## src/rtl/pc_pkg.sv

```systemverilog
// Shared constants and state type for the program-counter stage.
package pc_pkg;

    localparam logic [31:0] DEF_RESET_PC   = 32'h0040_0000;
    localparam logic [31:0] DEF_EXC_VECTOR = 32'h8000_0180;
    localparam int          PC_INC         = 4;

    typedef enum logic {
        RUN  = 1'b0,
        HELD = 1'b1
    } pc_state_e;

endpackage

```

## src/rtl/pc_src_mux.sv

```systemverilog
// WIDTH x NSRC next-PC selector; source 0 is PC+4, unused select codes fall back to source 0.
module pc_src_mux #(
    parameter int WIDTH = 32,
    parameter int NSRC  = 4
) (
    input  logic [WIDTH-1:0]            i_pc_plus4,
    input  logic [(NSRC-1)*WIDTH-1:0]   i_targets,
    input  logic [$clog2(NSRC)-1:0]     i_sel,
    output logic [WIDTH-1:0]            o_target,
    output logic                        o_redirect
);

    localparam int SELW = $clog2(NSRC);

    always_comb begin
        o_target   = i_pc_plus4;
        o_redirect = 1'b0;
        for (int k = 1; k < NSRC; k++) begin
            if (i_sel == SELW'(k)) begin
                o_target   = i_targets[(k-1)*WIDTH +: WIDTH];
                o_redirect = 1'b1;
            end
        end
    end

endmodule

```

## src/rtl/pc_next_unit.sv

```systemverilog
// Program-counter stage: next-PC select, stall hold, one-entry redirect buffer.
// Optional misaligned-target trap enabled by defining PC_ALIGN_CHECK_EN.
module pc_next_unit
    import pc_pkg::*;
#(
    parameter int               WIDTH      = 32,
    parameter int               NSRC       = 4,
    parameter logic [WIDTH-1:0] RESET_PC   = WIDTH'(DEF_RESET_PC),
    parameter logic [WIDTH-1:0] EXC_VECTOR = WIDTH'(DEF_EXC_VECTOR)
) (
    input  logic                        clk,
    input  logic                        rst_n,
    input  logic [(NSRC-1)*WIDTH-1:0]   targets,
    input  logic [$clog2(NSRC)-1:0]     pc_source,
    input  logic                        stall,
    output logic [WIDTH-1:0]            pc,
    output logic [WIDTH-1:0]            pc_plus4,
    output logic                        redirect_pending,
    output logic                        exc_misalign,
    output logic [WIDTH-1:0]            bad_addr
);

    pc_state_e        r_state;
    logic [WIDTH-1:0] r_pc;
    logic [WIDTH-1:0] r_pend;

    logic [WIDTH-1:0] w_pc_plus4;
    logic [WIDTH-1:0] w_cand;
    logic             w_redirect;
    logic [WIDTH-1:0] w_load;
    logic [WIDTH-1:0] w_load_pc;
    logic             w_misalign;

    assign w_pc_plus4 = r_pc + WIDTH'(PC_INC);

    pc_src_mux #(
        .WIDTH (WIDTH),
        .NSRC  (NSRC)
    ) u_src_mux (
        .i_pc_plus4 (w_pc_plus4),
        .i_targets  (targets),
        .i_sel      (pc_source),
        .o_target   (w_cand),
        .o_redirect (w_redirect)
    );

    // A buffered redirect takes priority over whatever is selected this cycle.
    assign w_load    = (r_state == HELD) ? r_pend : w_cand;
    assign w_load_pc = w_misalign ? EXC_VECTOR : w_load;

    always_ff @(posedge clk or negedge rst_n) begin
        if (!rst_n) begin
            r_state <= RUN;
            r_pc    <= RESET_PC;
            r_pend  <= '0;
        end else if (stall) begin
            if (r_state == RUN && w_redirect) begin
                r_pend  <= w_cand;
                r_state <= HELD;
            end
        end else begin
            r_pc    <= w_load_pc;
            r_state <= RUN;
        end
    end

`ifdef PC_ALIGN_CHECK_EN
    logic             r_exc;
    logic [WIDTH-1:0] r_bad;

    // Checked when the value is applied, so a buffered target is judged on release.
    assign w_misalign = |w_load[1:0];

    always_ff @(posedge clk or negedge rst_n) begin
        if (!rst_n) begin
            r_exc <= 1'b0;
            r_bad <= '0;
        end else begin
            r_exc <= !stall && w_misalign;
            if (!stall && w_misalign)
                r_bad <= w_load;
        end
    end

    assign exc_misalign = r_exc;
    assign bad_addr     = r_bad;
`else
    assign w_misalign   = 1'b0;
    assign exc_misalign = 1'b0;
    assign bad_addr     = '0;
`endif

    assign pc               = r_pc;
    assign pc_plus4         = w_pc_plus4;
    assign redirect_pending = (r_state == HELD);

endmodule

```

## config.mk

```make
export PLATFORM = sky130hd
export DESIGN_NAME = pc_next_unit
export DESIGN_NICKNAME = d
export VERILOG_FILES = /design/src/rtl/pc_pkg.sv /design/src/rtl/pc_src_mux.sv /design/src/rtl/pc_next_unit.sv
export SDC_FILE = /design/constraint.sdc
export NUM_CORES = 1
export LEC_CHECK = 0
export ABC_AREA = 0
export CAP_MARGIN = 20
export CORE_ASPECT_RATIO = 0.7
export CORE_MARGIN = 5
export CORE_UTILIZATION = 35
export CTS_BUF_LIST = sky130_fd_sc_hd__clkbuf_16
export DETAILED_ROUTE_END_ITERATION = 12
export PLACE_DENSITY_LB_ADDON = 0.2
export SLEW_MARGIN = 20
export SYNTH_ARGS = -nofsm -noshare
export SYNTH_HDL_FRONTEND = slang
export SYNTH_SLANG_ARGS = --single-unit
export TNS_END_PERCENT = 30
```

## constraint.sdc

```tcl
create_clock -name clk -period 1.8 [get_ports clk]
set_clock_uncertainty 0.1 [all_clocks]
set_input_delay 0.36 -clock clk [delete_from_list [all_inputs] [get_ports clk]]
set_output_delay 0.36 -clock clk [all_outputs]
set_load 0.005 [all_outputs]
```

==> run summary <==
The flow ran to the end, but the final reports show violations. The final reports fail on negative setup slack. The initial antenna violation count came to 0.

The path class of the tightest hold or removal check is register to register. The worst-case vdd ir drop is 0.5124 mV. The detailed-routing iteration count for the pre-antenna-repair pass is 5. TritonCTS built the clock tree. STA classifies the critical path endpoint as a primary output. The initial cell density of the core is 0.3573.

The gate count of the mapped netlist is 530. The worst hold path terminates at r_pend[29]. In this run the count of I/O pins placed on the die edge is 199. The share of synthesized area spent on multiplexers came out at 0.1225. The tree is rooted in a sky130_fd_sc_hd__clkbuf_16.

After the last flow step, the layout net total stands at 928. Setup repair after global routing could not meet its margin everywhere. The clock transition time at the flip-flop clock pins of the worst setup and hold paths came out at 0.06 ns. The synthesized area per cell is 8.886 um2. The leakage component of the power is 3.742 nW.

The setup total negative slack is -19.12 ns. The ratio of total power to cell area is 739.3 nW/um2. The maximum buffer depth of the clock tree came out at 2. The number of cells after detailed placement is 955. The critical path data arrival time is 2.06 ns.

The largest stage delay on the critical path is 0.40 ns. The share of the Yosys chip area taken by registers is 0.3456. CTS saw 65 sinks. The worst-margin pin slew came out at 0.5746 ns. The count of filler cells inserted in the layout came out at 1,069.

The post-route antenna net violation count is 0. The relative max-transition margin is 0.6129. In this run the critical register-to-register path is captured at pc[16]. The count of warnings emitted by yosys is 0. The global placer's final weighted congestion came out at 0.9144. The via count of the first global-routing pass is 5,595.

The count of cell types in the netlist is 63. The critical path goes through ha_4, nand4_1, buf_4, nor2_4, buf_6, buf_6, nand4_1, xnor2_2, buf_2. The floorplan step defined a die boundary enclosing 15,910 um2. The final number of hold-violating endpoints is 0. After synthesis, the largest family of logic cells by area is compound AO/OA/AOI/OAI gates. The vertical extent of the die came out at 107.1 um. The final setup violation count is 54.

The start point of the worst hold path is r_pend[29]. The fraction of the mapped netlist area in compound gates came out at 0.1998. The average via count per standard cell is 5.305. The non-filler instance count after layout came out at 1,017.

The placeable core region came out at 13,180 um2. The synthesized-area fraction occupied by xor and xnor cells is 0.04835. The fraction of layout cells with a size suffix above 1 came out at 0.3863. The power consumption is 6.174 mW. The slowest cell on the critical path is sky130_fd_sc_hd__dfrtp_1. The path type of the worst setup path is register to primary output. For this block, the routed nets add up to 19.35 mm of wire. Derived from the worst setup path, the maximum achievable clock frequency is 396.6 MHz.

The category of the worst setup path launch point is a register. The total number of vias is 5,395. The synthesis-stage register bit count came out at 65. The detailed router finished its first iteration with 315 violations. The first global-routing pass estimated 29.99 mm of wire. The end-of-flow core utilization is 0.6335.

For this run, the leading register cell type out of synthesis is sky130_fd_sc_hd__dfrtp_1. The number of cell rows is 35. The post-synthesis instance area came out at 4710 um2. Port buffering added 165 buffers. For the worst setup path, the data required time is 1.34 ns. The fraction of the cycle the final worst path needs came out at 1.401. The number of cells on the worst reg-to-reg path is 8.

The global-route total usage across every layer came out at 0.2399. The timing startpoint of the critical path is pc[3]. The internal reg-to-reg setup slack is -0.45 ns. Counting both buffers and inverters, the worst setup path holds a total of 4. The synthesis-to-layout area growth came out at 77.31%.

The simple logic cell fraction of the synthesized area is 0.1854. The post-detailed-placement half-perimeter wirelength is 14.01 mm. The area taken by multi-input logic gates is 3231 um2. The fraction of synthesis flops using an asynchronous set or reset pin is 1.000. The number of enable-type register cells in the synthesized netlist is 0.

The count of unresolved DRC violations after routing came out at 0. The top fanout value on the critical path came out at 3. Of the total synthesized cell area, the portion taken by full adders, half adders and majority gates is 0.002657. The number of maximum-capacitance constraint violations came out at 0.

The final worst-path setup slack came out at -0.7215 ns. After detailed routing, the average wire length per cell comes to 19.03 um. The storage element area is 1635 um2.

The H-tree depth reported by CTS is 3. The launching point of the worst reg2reg path is pc[3]. The time the final worst path needs with I/O delays and setup came out at 2.522 ns. Entering global routing, the biggest net connects 29 pins. Measured along the x axis, the die boundary spans 148.6 um. The cell family contributing the most delay on the critical path is buffers and inverters. The number of CTS-inserted buffers is 9. The count of pins over their slew limit was 0. The residual overflow from global routing came out at 0. The worst hold path cell count is 2.

The insertion delay of the later-clocked pin in the worst-skew pair came out at 0.33 ns.
[worst max-delay path by stage]
stage	endpoint	slack, ns	cells after the start
finish	pc_plus4[26]	-0.72	9
global route	pc_plus4[30]	-0.84	9
CTS	pc_plus4[16]	-0.81	6
detailed placement	pc_plus4[26]	-0.72	7
global placement	pc_plus4[26]	-0.75	6
floorplan	pc[16]	-0.21	6
[cell usage after synthesis, types with 14 or more instances]
library cell               instances  area [um2]
sky130_fd_sc_hd__a21oi_1          21       105.1
sky130_fd_sc_hd__buf_4            36       270.3
sky130_fd_sc_hd__clkbuf_1         23       86.33
sky130_fd_sc_hd__dfrtp_1          64        1602
sky130_fd_sc_hd__mux2_2           25       281.5
sky130_fd_sc_hd__mux2i_1          16       160.2
sky130_fd_sc_hd__nand2_1          57       214.0
sky130_fd_sc_hd__nand3_1          16       80.08
sky130_fd_sc_hd__nand4_1          14       87.58
sky130_fd_sc_hd__nor2_1           32       120.1
sky130_fd_sc_hd__o21ai_0          37       185.2
sky130_fd_sc_hd__xnor2_1          18       157.7
[where the power goes]
part | leakage [nW] | switching [mW] | total (mW) | internal (mW)
Sequential | 0.783 | 0.229 | 1.97 | 1.74
Clock | 0.143 | 0.627 | 1.53 | 0.905
Combinational | 2.82 | 1.18 | 2.67 | 1.49
[flip-flops by register name (all words and copies together), names as in the netlist]
name	cells
redirect_pending	1
pc	32
r_pend	32
[timing repair]
action | 4_1_cts | 5_1_grt
hold buffers | 1 | 0
endpoints found under the setup margin | 78 | 65
gates resized for setup | 227 | 47
endpoints found under the hold margin | 14 | 0
pin swaps | 53 | 35
setup buffers | 45 | 7
[area by class of cell]
cell class                 instances  area share
clock buffer                       9     0.02697
sequential                        65      0.1958
timing repair buffer             323      0.3541
antenna                            1   0.0002997
clock inverter                     7    0.003746
tap                              185     0.02772
inverter                          10    0.004495
multi-input combinational        417      0.3869
[stage by stage]
stage	hold slack [ns]	area (um2)	setup WS, ns
2_1_floorplan	-0.03559	4855	-0.2112
3_3_place_gp	0.2558	7300	-0.7520
3_5_place_dp	0.2617	7300	-0.7163
4_1_cts	0.3841	8187	-0.8117
5_1_grt	0.4122	8348	-0.8352
6_report	0.3821	8351	-0.7215
[kinds of logic after synthesis]
logic type | after synthesis
fa+ha+maj | 1
flops | 65
simple gates | 170
buf+inv | 80
xor+xnor | 26
compound gates | 140
mux | 47
other cells | 1
[layout by cell type, fill, tap and decap left out, types with 10 or more instances in the layout]
cell type                         instances
sky130_fd_sc_hd__buf_4                  108
sky130_fd_sc_hd__clkdlybuf4s50_1        102
sky130_fd_sc_hd__dfrtp_1                 58
sky130_fd_sc_hd__nand2_1                 51
sky130_fd_sc_hd__buf_6                   43
sky130_fd_sc_hd__conb_1                  33
sky130_fd_sc_hd__o21ai_0                 31
sky130_fd_sc_hd__nor2_1                  28
sky130_fd_sc_hd__dlygate4sd2_1           27
sky130_fd_sc_hd__mux2_2                  25
sky130_fd_sc_hd__buf_2                   24
sky130_fd_sc_hd__a21oi_1                 20
sky130_fd_sc_hd__mux2i_1                 16
sky130_fd_sc_hd__nand4_1                 14
sky130_fd_sc_hd__a22oi_1                 13
sky130_fd_sc_hd__inv_1                   10
sky130_fd_sc_hd__nand3_1                 10
sky130_fd_sc_hd__xnor2_2                 10
sky130_fd_sc_hd__buf_12                  10
[metal layers]
| metal | vias to the layer above | track usage | wire, um |
|---|---|---|---|
| li1 | 2468 | - | - |
| met1 | 2585 | 0.3207 | 8127 |
| met2 | 298 | 0.3812 | 8943 |
| met3 | 44 | 0.06253 | 1875 |
| met4 | 0 | 0.07449 | 403 |
| met5 | - | 0 | 0 |
[worst reg2reg max path, cell delays in order, from the launching register on]
cell                        delay [ns]
sky130_fd_sc_hd__dfrtp_1          0.40
sky130_fd_sc_hd__ha_4             0.17
sky130_fd_sc_hd__nand4_1          0.17
sky130_fd_sc_hd__buf_4            0.22
sky130_fd_sc_hd__or4_4            0.44
sky130_fd_sc_hd__xnor2_2          0.15
sky130_fd_sc_hd__buf_4            0.14
sky130_fd_sc_hd__a2111oi_4        0.27
sky130_fd_sc_hd__nor2_1           0.08
(Power assumes the default switching activity.)
==> RTL edit 1: new RTL, same settings <==
`NSRC` is set to 4 in 2 places; all go to 8. Comments in the files are not updated.
--- a/src/rtl/pc_src_mux.sv
+++ b/src/rtl/pc_src_mux.sv
@@ -3,3 +3,3 @@
     parameter int WIDTH = 32,
-    parameter int NSRC  = 4
+    parameter int NSRC  = 8
 ) (
--- a/src/rtl/pc_next_unit.sv
+++ b/src/rtl/pc_next_unit.sv
@@ -6,3 +6,3 @@
     parameter int               WIDTH      = 32,
-    parameter int               NSRC       = 4,
+    parameter int               NSRC       = 8,
     parameter logic [WIDTH-1:0] RESET_PC   = WIDTH'(DEF_RESET_PC),
Ports: changed (resized pc_source and targets); port bits go from 199 to 328. No check against the original RTL was run, so the function may have changed too.
==> RTL edit 1 against the unedited design <==
  * The run still ends with negative setup slack left
  * Fmax shrank 3.4%
  * First-iteration DRC count rose by 120%
  * Die area is 27% higher
  * Synthesized cell count rose by 44%
  * Sequential cell count unchanged
  * Largest cell class is now buffers
  * Combinational power rose by 48%
  * Cell area grew 43%
  * Via count up 51%
  * Wire length rose by 64%
  * Synthesized area up 30%
  * Total power increased by 25%
  * Non-clock buffer count is 217 higher
  * Setup slack lost 0.090 ns
==> RTL edit 1: results (changes against the unedited design) <==
register area share after synthesis - 0.2663 (was 0.3456)
Crit path arrival time - 2.15 ns (was 2.06 ns)
post-synthesis cell type count - 66 (was 63)
total power - 7.688 mW (was 6.174 mW)
DR iter-0 viols - 678 (was 315)
Hold Path Cell Cnt - 2 (unchanged)
Hold Path Sink - r_pend[28]$_DFFE_PN0P_ (was r_pend[29]$_DFFE_PN0P_)
met2 wire length - 15.47 mm (was 8.943 mm)
Reg2Reg Setup Slack - -0.73 ns (was -0.45 ns)
largest net degree at the start of global routing - 66 (was 29)
share of cells above drive strength 1 - 0.3522 (was 0.3863)
pre-CTS setup slack - -0.9498 ns (was -0.7163 ns)
ant diodes - 0 (was 1)
post-CTS setup buffers - 25 (was 45)
met3 Use GR - 0.06699 (was 0.06253)
CP peak stage delay - 0.57 ns (was 0.40 ns)
Crit-path slowest cell - or4_4 (was dfrtp_1)
Slew HR - 0.5616 (was 0.6129)
power in combinational cells - 3.96 mW (was 2.67 mW)
placed wire-length estimate - 24.68 mm (was 14.01 mm)
total track usage - 0.2973 (was 0.2399)
violated checks - negative setup slack (unchanged)
synth top area cells - dfrtp_1 26%, mux4_2 7.0%, nand2_1 5.6% (was dfrtp_1 34%, mux2_2 6.0%, buf_4 5.7%)
met3 WL - 2.473 mm (was 1.875 mm)
met1 GRT Util - 0.3832 (was 0.3207)
CTS-repair resized insts - 253 (was 227)
setup violators final - 78 (was 54)
final net count - 1478 (was 928)
Seq pwr share - 0.258 (was 0.319)
switching share of power - 0.3463 (was 0.3302)
filler instances - 1410 (was 1069)
Setup WS post-layout - -0.8112 ns (was -0.7215 ns)
CTS clock-pin slew for the worst setup and hold paths - 0.06 ns (about the same)
drt total wl - 31.65 mm (was 19.35 mm)
IO Port Bufs - 294 (was 165)
min-delay src - r_pend[28]$_DFFE_PN0P_ (was r_pend[29]$_DFFE_PN0P_)
most instantiated cells after synthesis - 91 x nand2_1, 72 x nor2_1, 64 x dfrtp_1, 51 x a21oi_1, 47 x o21ai_0 (was 64 x dfrtp_1, 57 x nand2_1, 37 x o21ai_0, 36 x buf_4, 32 x nor2_1)
GR Util met2 - 0.5108 (was 0.3812)
number of global-route vias before repair - 8258 (was 5595)
kind of cell with the highest combined delay on the critical path - simple AND/OR/NAND/NOR gates (was buffers and inverters)
Min Hold Slack - 0.3817 ns (was 0.3821 ns)
Vias - 8159 (was 5395)
status - complete, but fails checks (unchanged)
global-route wire length before repair - 46.85 mm (was 29.99 mm)
==> RTL edit 1: cell families after synthesis <==
| kind of cell | Yosys count | share of synthesized area |
|---|---|---|
| fa+ha+maj | 1 | 0.002046 |
| mux | 66 | 0.1506 |
| flops | 65 | 0.2663 |
| xor+xnor | 22 | 0.03152 |
| buf+inv | 118 | 0.09803 |
| simple gates | 261 | 0.1991 |
| other cells | 1 | 0.0006134 |
| compound gates | 229 | 0.2517 |
==> RTL edit 1: layout make-up <==
class | instances | area share
Timing Repair Buffer | 540 | 0.4153
Clock inverter | 7 | 0.005225
Multi-Input combinational cell | 612 | 0.3937
Clock buffer | 9 | 0.01881
Tap cell | 231 | 0.02414
Sequential cell | 65 | 0.1367
Inverter | 19 | 0.006165
==> RTL edit 1: per-stage QoR <==
step           area, um2  std cells  setup TNS, ns
2_1_floorplan       6339        795         -6.831
3_3_place_gp       10690       1435         -36.02
3_5_place_dp       10690       1435         -38.21
4_1_cts            11560       1474         -31.49
5_1_grt            11970       1483         -37.45
6_report           11970       1483         -30.76
==> RTL edit 2: new RTL, same flow settings <==
Without the edit above. Put a register stage on the output `redirect_pending`, cleared by the reset. The value now appears one clock later. The other outputs are not delayed to match.
--- a/src/rtl/pc_next_unit.sv
+++ b/src/rtl/pc_next_unit.sv
@@ -94,3 +94,9 @@
     assign pc_plus4         = w_pc_plus4;
-    assign redirect_pending = (r_state == HELD);
+    always_ff @(posedge clk or negedge rst_n) begin
+        if (!rst_n) begin
+            redirect_pending <= '0;
+        end else begin
+            redirect_pending <= (r_state == HELD);
+        end
+    end
 
Function: changed (Yosys sat finds a counterexample within 4 cycles, from zero or initial values and one cycle with rst_n low).
==> RTL edit 2 against the unedited design <==
  * The flow still finishes with violations (negative setup slack)
  * Clock power barely moved
  * Setup slack got worse by 0.026 ns
  * Sequential cell count rose by 1
  * First-iteration DRC count rose by 20%
  * Worst hold slack got worse by 0.0046 ns
  * Wire length fell by 1.9%
  * Synthesized area rose by 0.53%
  * Total power rose by 0.74%
  * Synthesized cell count rose by 0.19%
  * Via count rose by 0.59%
  * Fmax fell by 1.0%
  * Cell area rose by 1.3%
  * Critical path depth fell by 3
==> RTL edit 2: results (changes against the unedited design) <==
maximum vdd ir drop - 568.6 uV (was 512.4 uV)
cell area after placement - 7350 um2 (was 7300 um2)
most instantiated cells after synthesis - 65 x dfrtp_1, 57 x nand2_1, 37 x o21ai_0, 36 x buf_4, 32 x nor2_1 (was 64 x dfrtp_1, 57 x nand2_1, 37 x o21ai_0, 36 x buf_4, 32 x nor2_1)
status - complete, but fails checks (unchanged)
DR iter-0 viols - 379 (was 315)
violated checks - negative setup slack (unchanged)
ant diodes - 0 (was 1)
placed cells - 961 (was 955)
Synth Area per Inst - 8.916 um2 (was 8.886 um2)
filler instances - 1076 (was 1069)
total track usage - 0.2311 (was 0.2399)
Setup WS post-layout - -0.7478 ns (was -0.7215 ns)
post-DR wirelength/cell - 18.32 um (was 19.03 um)
setup violators final - 59 (was 54)
via density per instance - 5.238 (was 5.305)
Crit-path slowest cell - or4_4 (was dfrtp_1)
share of cells above drive strength 1 - 0.3819 (was 0.3863)
global-route wire length before repair - 29.17 mm (was 29.99 mm)
CP peak stage delay - 0.46 ns (was 0.40 ns)
largest net degree at the start of global routing - 30 (was 29)
number of global-route vias before repair - 5433 (was 5595)
synth top area cells - dfrtp_1 34%, mux2_2 5.9%, buf_4 5.7% (was dfrtp_1 34%, mux2_2 6.0%, buf_4 5.7%)
placed wire-length estimate - 13.93 mm (was 14.01 mm)
setup TNS - -18.37 ns (was -19.12 ns)
Crit path arrival time - 2.09 ns (was 2.06 ns)
kind of cell with the highest combined delay on the critical path - simple AND/OR/NAND/NOR gates (was buffers and inverters)
register area share after synthesis - 0.3491 (was 0.3456)
critical path peak fanout - 4 (was 3)
final net count - 948 (was 928)
final cell count without fillers - 1036 (was 1017)
GP Congestion - 0.9035 (was 0.9144)
==> RTL edit 2: logic make-up after synthesis <==
| family | synth area share |
|---|---|
| mux | 0.1218 |
| buf+inv | 0.09434 |
| fa+ha+maj | 0.002642 |
| flops | 0.3491 |
| compound gates | 0.1987 |
| simple gates | 0.1845 |
| other cells | 0.0007921 |
| xor+xnor | 0.04810 |
==> RTL edit 2: what timing repair did <==
action	4_1_cts	5_1_grt
endpoints found under the setup margin	90	74
pin swaps	51	42
hold buffers	1	0
resized for setup	218	61
hold endpoints to repair	12	0
setup buffers	49	17
==> RTL edit 2: tightest hold or removal path, cell delays in order, from the launching register on <==
cell	delay (ns)
dfrtp_1	0.33
nand2_1	0.04
o21ai_0	0.06
==> RTL edit 2: layout make-up <==
cell class / count / area, um2 / area share
clock buffer: 9 / 225.2 / 0.02662
clock inverter: 7 / 30.03 / 0.003549
inverter: 10 / 37.54 / 0.004436
multi-input combinational: 417 / 3187 / 0.3766
sequential: 66 / 1653 / 0.1953
tap: 185 / 231.5 / 0.02735
timing repair buffer: 342 / 3098 / 0.3661
==> RTL edit 2: final timing paths <==
kind                                        start                    endpoint  slack [ns]  cells after the start
setup / recovery                pc[2]$_DFFE_PN0N_                pc_plus4[16]       -0.75                      6
hold / removal             r_pend[26]$_DFFE_PN0P_      r_pend[26]$_DFFE_PN0P_        0.38                      2
setup reg to reg                pc[2]$_DFFE_PN0N_          pc[16]$_DFFE_PN0N_       -0.59                      9
hold reg to reg            r_pend[26]$_DFFE_PN0P_      r_pend[26]$_DFFE_PN0P_        0.38                      2
max in group asynchronous                   rst_n          pc[22]$_DFFE_PN1N_        0.60                      3
min in group asynchronous                   rst_n  redirect_pending$_DFF_PN0_        0.42                      2
==> RTL edit 2: power groups by stage <==
stage	combinational [mW]	sequential, mW	clock, mW
CTS	2.58	1.94	1.55
global placement	2.37	1.95	0
detailed placement	2.40	1.97	0
finish	2.74	1.95	1.53
floorplan	0.962	2.01	0
global route	2.95	1.98	1.62
==> RTL edit 2: per-layer routing <==
layer,track usage,routed length (um)
met1,0.3123,7932
met2,0.3772,9226
met3,0.05135,1372
met4,0.05813,445
met5,0,0
